--- config.mk ---
export PLATFORM = sky130hd
export DESIGN_NAME = puf_challenge_sequencer
export DESIGN_NICKNAME = d
export VERILOG_FILES = /design/src/rtl/puf_ctrl_pkg.sv /design/src/rtl/puf_lfsr.sv /design/src/rtl/puf_challenge_sequencer.sv
export SDC_FILE = /design/constraint.sdc
export NUM_CORES = 1
export LEC_CHECK = 0
export ABC_AREA = 1
export CAP_MARGIN = 0
export CORE_UTILIZATION = 50
export DETAILED_ROUTE_END_ITERATION = 16
export MAX_ROUTING_LAYER = met4
export PLACE_DENSITY = 0.86
export REMOVE_ABC_BUFFERS = 1
export SYNTH_ARGS = -nofsm -noshare
export SYNTH_HDL_FRONTEND = slang
export SYNTH_HIERARCHICAL = 1
export SYNTH_SLANG_ARGS = --single-unit
export TNS_END_PERCENT = 10
--- constraint.sdc ---
create_clock -name clk -period 15.6 [get_ports clk]
set_input_delay 4.68 -clock clk [delete_from_list [all_inputs] [get_ports clk]]
set_output_delay 4.68 -clock clk [all_outputs]
set_load 0.1 [all_outputs]
--- src/rtl/puf_ctrl_pkg.sv ---
// Shared types and constants for the PUF challenge sequencer.
// Enum includes GAP/VOTE states used only when PUF_MAJORITY_VOTE_EN is defined.
package puf_ctrl_pkg;

  localparam int CHAL_W_DEF   = 64;
  localparam int RESP_W_DEF   = 64;
  localparam int SETTLE_DEF   = 8;
  localparam int NUM_CHAL_DEF = 16;

  // Fibonacci taps 64,63,61,60 as a bit mask
  localparam logic [63:0] LFSR_TAPS = 64'hD800_0000_0000_0000;

  typedef enum logic [2:0] {
    S_IDLE,
    S_SETTLE,
    S_CAPTURE,
    S_OUTPUT,
    S_NEXT,
    S_FINISH,
    S_GAP,
    S_VOTE
  } state_t;

endpackage

--- src/rtl/puf_lfsr.sv ---
// Fibonacci LFSR producing the challenge sequence.
// Shifts toward the MSB; a zero seed is replaced by 1 so it never locks up.
module puf_lfsr
  import puf_ctrl_pkg::*;
#(
  parameter int W = CHAL_W_DEF
) (
  input  logic         clk,
  input  logic         rst,
  input  logic         load,
  input  logic [W-1:0] seed,
  input  logic         step,
  output logic [W-1:0] value
);

  localparam logic [W-1:0] TAPS = W'(LFSR_TAPS);

  logic fb;

  assign fb = ^(value & TAPS);

  always_ff @(posedge clk or posedge rst) begin
    if (rst) begin
      value <= W'(1);
    end else if (load) begin
      value <= (seed == '0) ? W'(1) : seed;
    end else if (step) begin
      value <= {value[W-2:0], fb};
    end
  end

endmodule

--- src/rtl/puf_challenge_sequencer.sv ---
// Drives LFSR challenges into a PUF, captures responses, hands them downstream.
// Define PUF_MAJORITY_VOTE_EN for triple evaluation with bitwise majority vote.
module puf_challenge_sequencer
  import puf_ctrl_pkg::*;
#(
  parameter int CHAL_W     = CHAL_W_DEF,
  parameter int RESP_W     = RESP_W_DEF,
  parameter int SETTLE_CYC = SETTLE_DEF,
  parameter int NUM_CHAL   = NUM_CHAL_DEF
) (
  input  logic              clk,
  input  logic              rst,
  input  logic              start,
  input  logic [CHAL_W-1:0] seed,
  output logic [CHAL_W-1:0] puf_challenge,
  output logic              puf_enable,
  input  logic [RESP_W-1:0] puf_response,
  output logic              resp_valid,
  input  logic              resp_ready,
  output logic [RESP_W-1:0] resp_data,
  output logic [CHAL_W-1:0] resp_chal,
  output logic [7:0]        resp_index,
  output logic              busy,
  output logic              done
);

  localparam logic [7:0] SETTLE_LAST = 8'(SETTLE_CYC - 1);
  localparam logic [7:0] IDX_LAST    = 8'(NUM_CHAL - 1);

  state_t            state, nstate;
  logic [7:0]        cnt;
  logic [7:0]        idx;
  logic              has_run;
  logic              load, step;
  logic [CHAL_W-1:0] lfsr_val;

`ifdef PUF_MAJORITY_VOTE_EN
  logic [1:0]        ev;
  logic [RESP_W-1:0] r0, r1, r2;
`endif

  puf_lfsr #(.W(CHAL_W)) u_lfsr (
    .clk  (clk),
    .rst  (rst),
    .load (load),
    .seed (seed),
    .step (step),
    .value(lfsr_val)
  );

  always_comb begin
    nstate = state;
    load   = 1'b0;
    step   = 1'b0;
    unique case (state)
      S_IDLE: begin
        if (start) begin
          load   = 1'b1;
          nstate = S_SETTLE;
        end
      end
      S_SETTLE: begin
        if (cnt == SETTLE_LAST) nstate = S_CAPTURE;
      end
`ifdef PUF_MAJORITY_VOTE_EN
      S_CAPTURE: nstate = (ev == 2'd2) ? S_VOTE : S_GAP;
      S_GAP:     nstate = S_SETTLE;
      S_VOTE:    nstate = S_OUTPUT;
`else
      S_CAPTURE: nstate = S_OUTPUT;
`endif
      S_OUTPUT: begin
        if (resp_ready) nstate = S_NEXT;
      end
      S_NEXT: begin
        if (idx == IDX_LAST) begin
          nstate = S_FINISH;
        end else begin
          step   = 1'b1;
          nstate = S_SETTLE;
        end
      end
      S_FINISH: nstate = S_IDLE;
      default:  nstate = S_IDLE;
    endcase
  end

  always_ff @(posedge clk or posedge rst) begin
    if (rst) begin
      state      <= S_IDLE;
      cnt        <= '0;
      idx        <= '0;
      has_run    <= 1'b0;
      resp_data  <= '0;
      resp_chal  <= '0;
      resp_index <= '0;
`ifdef PUF_MAJORITY_VOTE_EN
      ev         <= '0;
      r0         <= '0;
      r1         <= '0;
      r2         <= '0;
`endif
    end else begin
      state <= nstate;
      cnt   <= (state == S_SETTLE && nstate == S_SETTLE) ? cnt + 8'd1 : '0;
      if (load) begin
        idx     <= '0;
        has_run <= 1'b1;
      end
      if (step) idx <= idx + 8'd1;
      if (state == S_CAPTURE) begin
        resp_chal  <= lfsr_val;
        resp_index <= idx;
`ifdef PUF_MAJORITY_VOTE_EN
        unique case (ev)
          2'd0:    r0 <= puf_response;
          2'd1:    r1 <= puf_response;
          default: r2 <= puf_response;
        endcase
        ev <= (ev == 2'd2) ? 2'd0 : ev + 2'd1;
`else
        resp_data  <= puf_response;
`endif
      end
`ifdef PUF_MAJORITY_VOTE_EN
      if (state == S_VOTE) resp_data <= (r0 & r1) | (r0 & r2) | (r1 & r2);
`endif
    end
  end

  // Challenge reads zero until the first run, then tracks the LFSR
  assign puf_challenge = has_run ? lfsr_val : '0;
  assign puf_enable    = (state == S_SETTLE);
  assign resp_valid    = (state == S_OUTPUT);
  assign busy          = (state != S_IDLE) && (state != S_FINISH);
  assign done          = (state == S_FINISH);

endmodule

==> results.sh <==
export IMPL_timing_fmax_mhz=128
export IMPL_clkLatencyLatePin_ns=0.53
export IMPL_hpwl_um=20200
export IMPL_path_class="register to output pin"
export IMPL_met3_length_um=2520
export IMPL_numPortBuffers=335
export IMPL_top_layer="met4"
export IMPL_place_area_um2=13700
export IMPL_period_minus_slack_ns=7.80
export IMPL_outcome="completed"
export IMPL_tightestPinTransition_ns=1.22
export IMPL_initial_core_util_pct=51.1
export IMPL_drive_gt1_share_pct=10.1
export IMPL_rsz0062_at_grt="false"
export IMPL_multi_input_area_um2=4060
export IMPL_antenna_found_initial=3
export IMPL_r2r_slack_ns=12.61
export IMPL_place_congestion=0.877
export IMPL_cts_max_level=1
export IMPL_synthTopCellsByArea="dfrtp_1 (53%), nand2_1 (22%), nor2_1 (4.6%)"
export IMPL_design_area_um2=14500
export IMPL_routed_wl_um=29800
export IMPL_path_max_fanout=65
export IMPL_cts_resized=0
export IMPL_syn_area_per_cell_um2=8.05
export IMPL_syn_area_um2=10300
export IMPL_rows=52
export IMPL_slew_violations=0
export IMPL_coreArea_um2=20200
export IMPL_most_common_layout_cells="nand2_1 (599), clkdlybuf4s50_1 (335), dfrtp_1 (218), nor2_1 (127), inv_1 (89)"
export IMPL_drcViolationCount=0
export IMPL_drt_met1_wl_um=11900
export IMPL_vias=9515
export IMPL_syn2layout_area_growth_pct=40.2
export IMPL_crit_path_end="puf_challenge[56]"
export IMPL_setup_tns_ns=0
export IMPL_fin_util_pct=71.6
export IMPL_cts_root_buf="clkbuf_16"
export IMPL_synth_cells=1283
export IMPL_drtPass1Iterations=5
export IMPL_overflow=0
export IMPL_cts_reportedPaths_clkPinSlew_ns=0.06
export IMPL_yosys_register_bits=220
export IMPL_die_h_um=146
export IMPL_seqCellArea_um2=5510
export IMPL_track_usage_pct=29.0
export IMPL_r2r_end="u_lfsr/value[51]"
export IMPL_post_route_period_util_pct=50.0
export IMPL_met2_length_um=14400
export IMPL_cp_arrival_ns=3.12
export IMPL_num_fill_cells=1487
export IMPL_die_x_um=146
export IMPL_synth_warnings=6
export IMPL_worstRegToRegCells=8
export IMPL_grt_pass1_vias=9329
export IMPL_maxCapViolCount=0
export IMPL_clock_sinks=220
export IMPL_hp_class="register to register"
export IMPL_setup_viol=0
export IMPL_nets=1721
export IMPL_postCtsSetupRepairBufs=0
export IMPL_finClkSkew_ns=0.0341
export IMPL_vias_per_cell=5.07
export IMPL_grt_pass1_wl_um=47700
export IMPL_regToRegStartpoint="state[1]"
export IMPL_drt_iter0_drc=653
export IMPL_routedWlPerCell_um=15.9
export IMPL_crit_path_start_kind="register"
export IMPL_hold_violations=0
export IMPL_cp_data_required_time_ns=10.92
export IMPL_synth_largest_area_cell="dfrtp_1"
export IMPL_placed_cells=1831
export IMPL_fin_cells=1878
export IMPL_slew_headroom_pct=18.5
export IMPL_synth_top_area_share_pct=53.0
export IMPL_cts_max_path_buffers=3
export IMPL_grt_max_degree=107
export IMPL_ctsHoldBuffers=0
export IMPL_end_kind="output pin"
export IMPL_ios=336
export IMPL_cts_made_buffers=24
export IMPL_synthDistinctLibCells=28
export IMPL_seq_area_frac_synth_pct=53.3
export IMPL_cts_tree="built"
export IMPL_critPathLaunch="has_run"
export IMPL_die_area_um2=21200
export IMPL_ant_nets=0
export IMPL_layout_commonest_cell="nand2_1"
[layer usage]
| layer | GRT usage [%] | vias up |
|---|---|---|
| li1 | - | 4544 |
| met1 | 35.3 | 4523 |
| met2 | 47.1 | 386 |
| met3 | 6.58 | 62 |
| met4 | 11.0 | 0 |
| met5 | - | - |
[kinds of logic (layout without fill, tap and decap cells)]
logic type	Yosys count	count (layout)	synth area share (%)
buf+inv	160	482	7.46
other cells	0	3	0
flops	220	220	53.3
xor+xnor	3	3	0.254
simple gates	759	759	28.3
fa+ha+maj	2	2	0.242
compound gates	139	139	10.5
[worst max-delay path, stage by stage (launching register included)]
cell	delay, ns
dfrtp_2	1.16
nand2_1	0.14
inv_1	0.11
clkdlybuf4s50_1	1.15
[worst min-delay path by stage]
stage | startpoint | to | slack [ns] | cells after the start
floorplan | cnt[0] | cnt[0] | 0.43 | 1
global placement | cnt[0] | cnt[0] | 0.44 | 1
detailed placement | resp_chal[48] | resp_chal[48] | 0.46 | 2
CTS | cnt[0] | cnt[0] | 0.48 | 1
global route | resp_data[29] | resp_data[29] | 0.49 | 2
finish | cnt[0] | cnt[0] | 0.47 | 1
[Yosys cell counts]
master      n
a21oi_1    14
a21oi_2    50
a22oi_1     2
buf_12      6
buf_2      41
buf_4       3
buf_6       1
clkbuf_1   12
dfrtp_1   219
dfstp_2     1
ha_1        2
inv_1      92
inv_2       4
inv_4       1
nand2_1   599
nand3_1    20
nand3_2     1
nand3_4     1
nand3b_1    1
nand4_1     5
nor2_1    127
nor2_2      2
nor3_1      2
o21ai_0    19
o21ai_1     2
o21ai_2    52
or2_2       1
xor2_1      3
[area by class of cell]
class	instances	area share [%]
repair buffers	341	23.5
clock inverters	7	0.535
inverters	97	2.59
multi-input cells	903	28.0
diodes	3	0.0518
flip-flops and latches	220	38.0
well taps	270	2.33
clock buffers	37	5.03
[registers in the layout, indices dropped and copies added, names as in the netlist]
name / count
u_lfsr/value: 64
resp_chal: 64
resp_data: 64
idx: 8
cnt: 8
state: 3
has_run: 1
resp_index: 8
[through the flow]
step,setup slack [ns],hold WS (ns)
3_3_place_gp,8.23,0.445
2_1_floorplan,6.71,0.432
5_1_grt,7.64,0.491
3_5_place_dp,8.12,0.464
6_report,7.80,0.467
4_1_cts,7.77,0.476
Power is left out: the tool's default activity adds up to more than one toggle a clock period on the data nets, which glitch-free logic cannot reach.
